==> src/rtl/pipo_rr_arbiter.sv <==
// pipo_rr_arbiter
//
// Round-robin write arbiter for a shared WIDTH-bit PIPO holding register.
// Four requesters each hold a level request and a data word. One requester
// is granted at a time, and its word is loaded into the shared register.
// A one-cycle acknowledge pulse confirms the load. The rotation pointer moves
// to the slot after the last winner, so a set of requesters that keeps
// requesting is served in strict rotation.
//
// Optional feature (compile-time macro PIPO_ARB_STATS_EN):
//   When defined, adds an 8-bit wr_count output. It counts completed loads
//   and wraps from 255 to 0.
//
// Ports:
//   clk       in   rising-edge clock
//   rst       in   synchronous, active-high reset
//   req[3:0]  in   level request, bit i = requester i
//   d0..d3    in   WIDTH-bit write data of requesters 0..3
//   ack[3:0]  out  one-hot, one-cycle acknowledge of a completed load
//   q         out  shared register contents
//   q_valid   out  one-cycle pulse, concurrent with ack
//   owner     out  index of the requester that last wrote q
//   busy      out  high while in LOAD or ACK
//   wr_count  out  (PIPO_ARB_STATS_EN only) completed-load counter
//
// States:
//   state  | meaning
//   IDLE   | waiting for a request; arbitration happens here
//   LOAD   | winner latched; writes q on exit unless its request dropped
//   ACK    | ack/q_valid high for this single cycle, then back to IDLE

module pipo_rr_arbiter #(
    parameter int WIDTH = 4
) (
    input  logic             clk,
    input  logic             rst,
    input  logic [3:0]       req,
    input  logic [WIDTH-1:0] d0,
    input  logic [WIDTH-1:0] d1,
    input  logic [WIDTH-1:0] d2,
    input  logic [WIDTH-1:0] d3,
    output logic [3:0]       ack,
    output logic [WIDTH-1:0] q,
    output logic             q_valid,
    output logic [1:0]       owner,
    output logic             busy
`ifdef PIPO_ARB_STATS_EN
    ,
    output logic [7:0]       wr_count
`endif
);

    typedef enum logic [1:0] {
        S_IDLE = 2'd0,
        S_LOAD = 2'd1,
        S_ACK  = 2'd2
    } state_t;

    state_t           state_q, state_d;
    logic [1:0]       ptr_q, ptr_d;
    logic [1:0]       gnt_q, gnt_d;
    logic [WIDTH-1:0] reg_q, reg_d;
    logic [1:0]       owner_q, owner_d;
    logic [3:0]       ack_q, ack_d;
    logic             q_valid_q, q_valid_d;

    logic [1:0]       win_idx;
    logic [1:0]       cand;
    logic             found;
    logic [WIDTH-1:0] d_sel;
    logic             load_done;

    // First set request bit, scanning upward from ptr with 2-bit wrap.
    always_comb begin
        win_idx = ptr_q;
        cand    = ptr_q;
        found   = 1'b0;
        for (int i = 0; i < 4; i++) begin
            cand = ptr_q + 2'(i);
            if (!found && req[cand]) begin
                win_idx = cand;
                found   = 1'b1;
            end
        end
    end

    always_comb begin
        case (gnt_q)
            2'd0:    d_sel = d0;
            2'd1:    d_sel = d1;
            2'd2:    d_sel = d2;
            default: d_sel = d3;
        endcase
    end

    // A load completes only if the granted requester is still asking.
    assign load_done = (state_q == S_LOAD) && req[gnt_q];

    always_comb begin
        state_d   = state_q;
        ptr_d     = ptr_q;
        gnt_d     = gnt_q;
        reg_d     = reg_q;
        owner_d   = owner_q;
        ack_d     = 4'b0000;
        q_valid_d = 1'b0;

        case (state_q)
            S_IDLE: begin
                if (req != 4'b0000) begin
                    gnt_d   = win_idx;
                    state_d = S_LOAD;
                end
            end
            S_LOAD: begin
                if (load_done) begin
                    reg_d     = d_sel;
                    owner_d   = gnt_q;
                    ack_d     = 4'b0001 << gnt_q;
                    q_valid_d = 1'b1;
                    ptr_d     = gnt_q + 2'd1;
                    state_d   = S_ACK;
                end else begin
                    // Request withdrawn: drop the grant, pointer stays put.
                    state_d = S_IDLE;
                end
            end
            S_ACK: begin
                state_d = S_IDLE;
            end
            default: begin
                state_d = S_IDLE;
            end
        endcase
    end

    always_ff @(posedge clk) begin
        if (rst) begin
            state_q   <= S_IDLE;
            ptr_q     <= 2'd0;
            gnt_q     <= 2'd0;
            reg_q     <= '0;
            owner_q   <= 2'd0;
            ack_q     <= 4'b0000;
            q_valid_q <= 1'b0;
        end else begin
            state_q   <= state_d;
            ptr_q     <= ptr_d;
            gnt_q     <= gnt_d;
            reg_q     <= reg_d;
            owner_q   <= owner_d;
            ack_q     <= ack_d;
            q_valid_q <= q_valid_d;
        end
    end

`ifdef PIPO_ARB_STATS_EN
    logic [7:0] wr_count_q, wr_count_d;

    always_comb begin
        wr_count_d = wr_count_q + {7'd0, load_done};
    end

    always_ff @(posedge clk) begin
        if (rst) begin
            wr_count_q <= 8'd0;
        end else begin
            wr_count_q <= wr_count_d;
        end
    end

    assign wr_count = wr_count_q;
`endif

    assign ack     = ack_q;
    assign q       = reg_q;
    assign q_valid = q_valid_q;
    assign owner   = owner_q;
    assign busy    = (state_q != S_IDLE);

endmodule
==> config.mk <==
export PLATFORM = sky130hd
export DESIGN_NAME = pipo_rr_arbiter
export DESIGN_NICKNAME = d
export VERILOG_FILES = /design/src/rtl/pipo_rr_arbiter.sv
export SDC_FILE = /design/constraint.sdc
export NUM_CORES = 1
export LEC_CHECK = 0
export CORE_MARGIN = 5
export CORE_UTILIZATION = 44
export CTS_BUF_LIST = sky130_fd_sc_hd__clkbuf_8
export CTS_CLUSTER_SIZE = 30
export DETAILED_ROUTE_END_ITERATION = 16
export GPL_ROUTABILITY_DRIVEN = 0
export PLACE_DENSITY = 0.82
export SLEW_MARGIN = 20
export SYNTH_ARGS = -nofsm -noshare
export SYNTH_HDL_FRONTEND = slang
export SYNTH_SLANG_ARGS = --single-unit
==> constraint.sdc <==
create_clock -name clk -period 1.6 [get_ports clk]
set_input_delay 0.16 -clock clk [delete_from_list [all_inputs] [get_ports clk]]
set_output_delay 0.16 -clock clk [all_outputs]
set_load 0.05 [all_outputs]
# Word-level counts from Yosys, hierarchy flattened
# Index checks and enable logic that the tools add are counted.
# word_totals
reg_bits,17
inputBits,22
elab_cells,59
# op_classes
addsub,4
order_cmp,5
n_eq_ne,4
shifts,1
n_mux,21
bitwise,2
reduce_logical,15
# ops
operator,count
"2-bit by 3-bit less-than comparator with 1-bit output, second input constant",5
4-bit one-hot mux with 3 select lines,1
1-bit binary-select mux with 2-bit select,5
2-bit two-way mux,5
1-bit two-way mux,9
"2-bit by 1-bit adder with 2-bit output, second input constant",2
"2-bit adder, second input constant",2
"2-bit by 1-bit equality test with 1-bit output, second input constant",2
1-bit logical AND,4
2-bit zero test,2
2-bit one-hot mux with 2 select lines,1
2-bit AND reduction,2
4-bit nonzero test,1
"1-bit by 2-bit << shifter with 4-bit output, first input constant",1
1-bit zero test,3
3-bit OR reduction,1
"2-bit equality test, second input constant",1
"2-bit != test, second input constant",1
1-bit NOT,2
2-bit nonzero test,1
2-bit OR reduction,1

# Logic depth before layout (Yosys ltp)
# depth
depth_word,12
depth_mapped,7
ltp_nobuf,6

# Least setup slack after synthesis
# Ideal clock, no wire load.
# synth_path
path_type,register -> register
start,register gnt_q[1]
end,register reg_q[0] (netlist: q[0])
setup_ns,0.128
arrival_ns,1.265
slack_ns,0.208
stages_incl_launch_ff,5
synth_period_minus_slack_ns,1.392
path_cell_list,dfxtp_1 or3b_4 o22ai_4 mux2i_1 nor2_1
# synth_between
elab_chain_cells,4
word_cells_on_any_way,8
classes_between,eq/ne: 2; mux: 3; reduce/logical: 3
# synth_lines
element,line_no,text
from (decl),61,"logic [1:0] gnt_q, gnt_d;"
from (signal assigned),149,gnt_q <= gnt_d;
1-bit binary-select mux with 2-bit select,97,assign load_done = (state_q == S_LOAD) && req[gnt_q];
1-bit two-way mux (implied by the code),97,
1-bit logical AND,97,
2-bit AND reduction (no line),--,
to (signal assigned),150,reg_q <= reg_d;
to (decl),62,"logic [WIDTH-1:0] reg_q, reg_d;"
# Parallel ways exist; a longest one is shown, timed or not. The select of a mux whose other input is x is not followed.
# A chain may end at the register's enable or synchronous reset.

# Worst setup path after layout
# layout_path
start,register gnt_q[0]
end,register reg_q[0] (netlist: q[0])
# The elaborated chain is that of the path after synthesis.

==> results by group <==
Run status
  • Status: finished, final reports clean

Hold path
  • WHS Path Cells: 2
  • Hold_sp: owner[1]
  • Hold WC Path Type: flop to flop
  • Worst hold path endpoint: owner[1]

Route
  • Pre-antenna DRT Iters: 4
  • Vias/cell: 5.17
  • DR iter-0 viols: 10
  • Wirelength per Cell: 13.4 um
  • Post-route ant nets: 0
  • Met3 wire length: 234 um
  • Post-Route WL: 2130 um
  • Vias: 822
  • Met2 WL post-DR: 943 um
  • DRC: 0
  • Max layer used: met4
  • Wl on met1: 914 um

Power
  • Maximum vdd drop: 494 uV
  • Net Sw Power: 345 uW
  • Lkg Pwr: 0.000498 uW
  • Clk pwr share: 0.275
  • Sequential share of power: 0.418
  • Sw Share: 0.305
  • Pint: 785 uW
  • Tot Pwr: 1130 uW
  • Power Density: 910 nW/um2
  • Comb pwr share: 0.306

Layout
  • Filler cell count: 165
  • Area delta synth->final: 48.3%
  • NumNets Final: 161
  • Antenna cells: 0
  • Layout cells sized above 1: 0.179

Worst setup path
  • Crit-path leading delay family: flip-flops
  • Max stage delay on crit path: 0.47 ns
  • Crit-path slowest cell: dfxtp_1
  • Worst Path Max Fanout: 6
  • Reg2reg start: gnt_q[0]
  • R2r setup slk: 0.13 ns
  • CP required: 1.74 ns
  • RR Endpoint: q[0]
  • CP arrival: 1.61 ns
  • Critical Path End Type: flop
  • CP cell instances: inv_1 -> ha_1 -> a22oi_1 -> a21oi_1 -> mux2i_1 -> nor2_1
  • Worst path bufs/invs: 1
  • R2r worst-path depth: 6
  • Startpoint types: flop
  • Crit path kind: flop to flop

Yosys
  • Primary FF master, synth: dfxtp_1
  • Syn_nets: 121
  • Syn_area_per_cell: 8.81 um2
  • Number of synthesized register bits: 17
  • Sequential-to-total area share from yosys stat: 0.407
  • Syn. warnings: 0
  • Synth Cell Area: 837 um2
  • Synth Instances: 95
  • Post-synth EDFFs: 0
  • FFs w/ async S/R, synth: 0
  • Post-synth cell types: 24

Floorplan
  • Die width: 53.6 um
  • Die area: 2870 um2
  • Core area: 1760 um2
  • Cell Rows: 15
  • Initial Utilization: 0.474
  • Chip height: 53.6 um
  • Io pins: 34

Clocking
  • Clock Pin Slew Worst Setup and Hold Paths: 0.06 ns
  • CTS tree: done
  • CTS Sinks: 17
  • Clk root buf: clkbuf_8
  • Htree depth: 1
  • Number of buffers created by CTS: 3
  • Clock Path Buffers: 2
  • Hold buffers post-CTS: 0
  • Post_cts resized: 0
  • Post-CTS Setup Bufs: 0
  • Clk_lat worst skew: 0.25 ns

Global route
  • Pin count of the biggest net entering global routing: 11
  • Number of global-route vias before repair: 841
  • Total grt overflow: 0
  • Gr usage total: 0.171
  • First-pass GRT wire length: 3560 um
  • Initial antenna violation count: 0

Placement
  • Pre-CTS setup slack: -0.0360 ns
  • I/O Buffers: 33
  • Final HPWL DP: 1690 um

STA
  • Rel. slew slack: 0.718
  • Highest clock rate: 682 MHz
  • Clock Skew: 0.00302 ns
  • RSZ-0062 raised after global routing: no
  • Pins over their slew limit: 0
  • Worst-Margin Slew: 0.419 ns
  • Setup-failing EPs final: 0
  • PnR worst setup slack: 0.134 ns
  • Period utilisation layout: 0.916
  • Total count of hold-check failures in the final report: 0
  • Minimum clock period: 1.47 ns

Flow run
  • Max_cap viols: 0
[layout make-up]
| type | count | area (um2) | area share |
|---|---|---|---|
| Tap cell | 25 | 31.3 | 0.0252 |
| Timing Repair Buffer | 39 | 345 | 0.278 |
| Sequential cell | 17 | 340 | 0.274 |
| Clock inverter | 1 | 5.00 | 0.00403 |
| Inverter | 4 | 15.0 | 0.0121 |
| Multi-Input combinational cell | 70 | 463 | 0.373 |
| Clock buffer | 3 | 41.3 | 0.0333 |
[kinds of logic after synthesis]
family | share of synthesized area
muxes | 0.0957
buffers and inverters | 0.0403
DFF | 0.407
and+or+nand+nor | 0.190
adders and majority gates | 0.0598
AOI/OAI and AO/OA | 0.208
[routing by layer]
layer | GRT usage | vias to the layer above
met5 | 0 | -
met4 | 0.0979 | 0
met3 | 0.0526 | 4
met2 | 0.292 | 45
met1 | 0.188 | 359
li1 | - | 414
[worst max-delay path by stage]
| stage | from | to | slack, ns | cells past startpoint |
|---|---|---|---|---|
| 2_1_floorplan | gnt_q[1] | q[0] | 0.21 | 4 |
| 5_1_grt | gnt_q[0] | q[2] | 0.02 | 6 |
| 6_report | gnt_q[0] | q[0] | 0.13 | 6 |
| 3_5_place_dp | req[1] | gnt_q[1] | -0.04 | 4 |
| 3_3_place_gp | req[1] | ptr_q[0] | 0.03 | 5 |
| 4_1_cts | gnt_q[0] | q[0] | 0.12 | 6 |
[state kept, by name, indices dropped and copies added (netlist names)]
name     count
ack          4
gnt_q        2
owner        2
ptr_q        2
q            4
q_valid      1
state_q      2
[cell usage in the layout (no fill, tap or decap), drive strengths merged]
cell	netlist	routed
nor3	4	4
nand2b	1	1
clkbuf	1	3
a22oi	4	4
or3b	1	1
o21ai	3	3
nor2b	5	5
nor2	12	12
nand3b	1	1
nand3	1	1
buf	3	18
clkdlybuf4s50	0	21
a21oi	14	14
a211o	1	1
clkinv	0	1
mux2i	8	8
ha	4	4
o22ai	3	3
nand2	2	2
nor4	1	1
or2	3	3
a311oi	1	1
dfxtp	17	17
a2bb2oi	1	1
inv	4	4
[cell usage after synthesis, types with 2 or more instances]
cell / number / share of area
dfxtp_1: 17 / 0.41
a21oi_1: 14 / 0.084
nor2_1: 12 / 0.054
mux2i_1: 8 / 0.096
nor2b_1: 5 / 0.037
a22oi_1: 4 / 0.036
ha_1: 4 / 0.060
inv_1: 4 / 0.018
nor3_1: 4 / 0.024
buf_2: 3 / 0.018
o21ai_0: 3 / 0.018
or2_1: 3 / 0.022
nand2_1: 2 / 0.0090
o22ai_1: 2 / 0.015
[per-stage QoR]
stage | std cells | instance area (um2) | hold slack [ns] | utilization | setup TNS, ns
6_report | 159 | 1240 | 0.464 | 0.704 | 0
5_1_grt | 159 | 1240 | 0.477 | 0.704 | 0
4_1_cts | 159 | 1240 | 0.462 | 0.704 | 0
3_5_place_dp | 155 | 1190 | 0.453 | 0.677 | -0.203
3_3_place_gp | 155 | 1190 | 0.446 | 0.677 | 0
2_1_floorplan | 95 | 837 | 0.232 | - | 0
[power groups by stage]
stage | combinational, uW | sequential, uW | clock, uW
finish | 346 | 473 | 311
global route | 378 | 476 | 342
CTS | 347 | 473 | 320
detailed placement | 346 | 482 | 0
global placement | 337 | 481 | 0
floorplan | 168 | 526 | 0
[worst register-to-register path, stage by stage (launching register included)]
cell	delay, ns
dfxtp_1	0.47
inv_1	0.13
ha_1	0.27
a22oi_1	0.19
a21oi_1	0.10
mux2i_1	0.15
nor2_1	0.05
(Power assumes the default switching activity.)
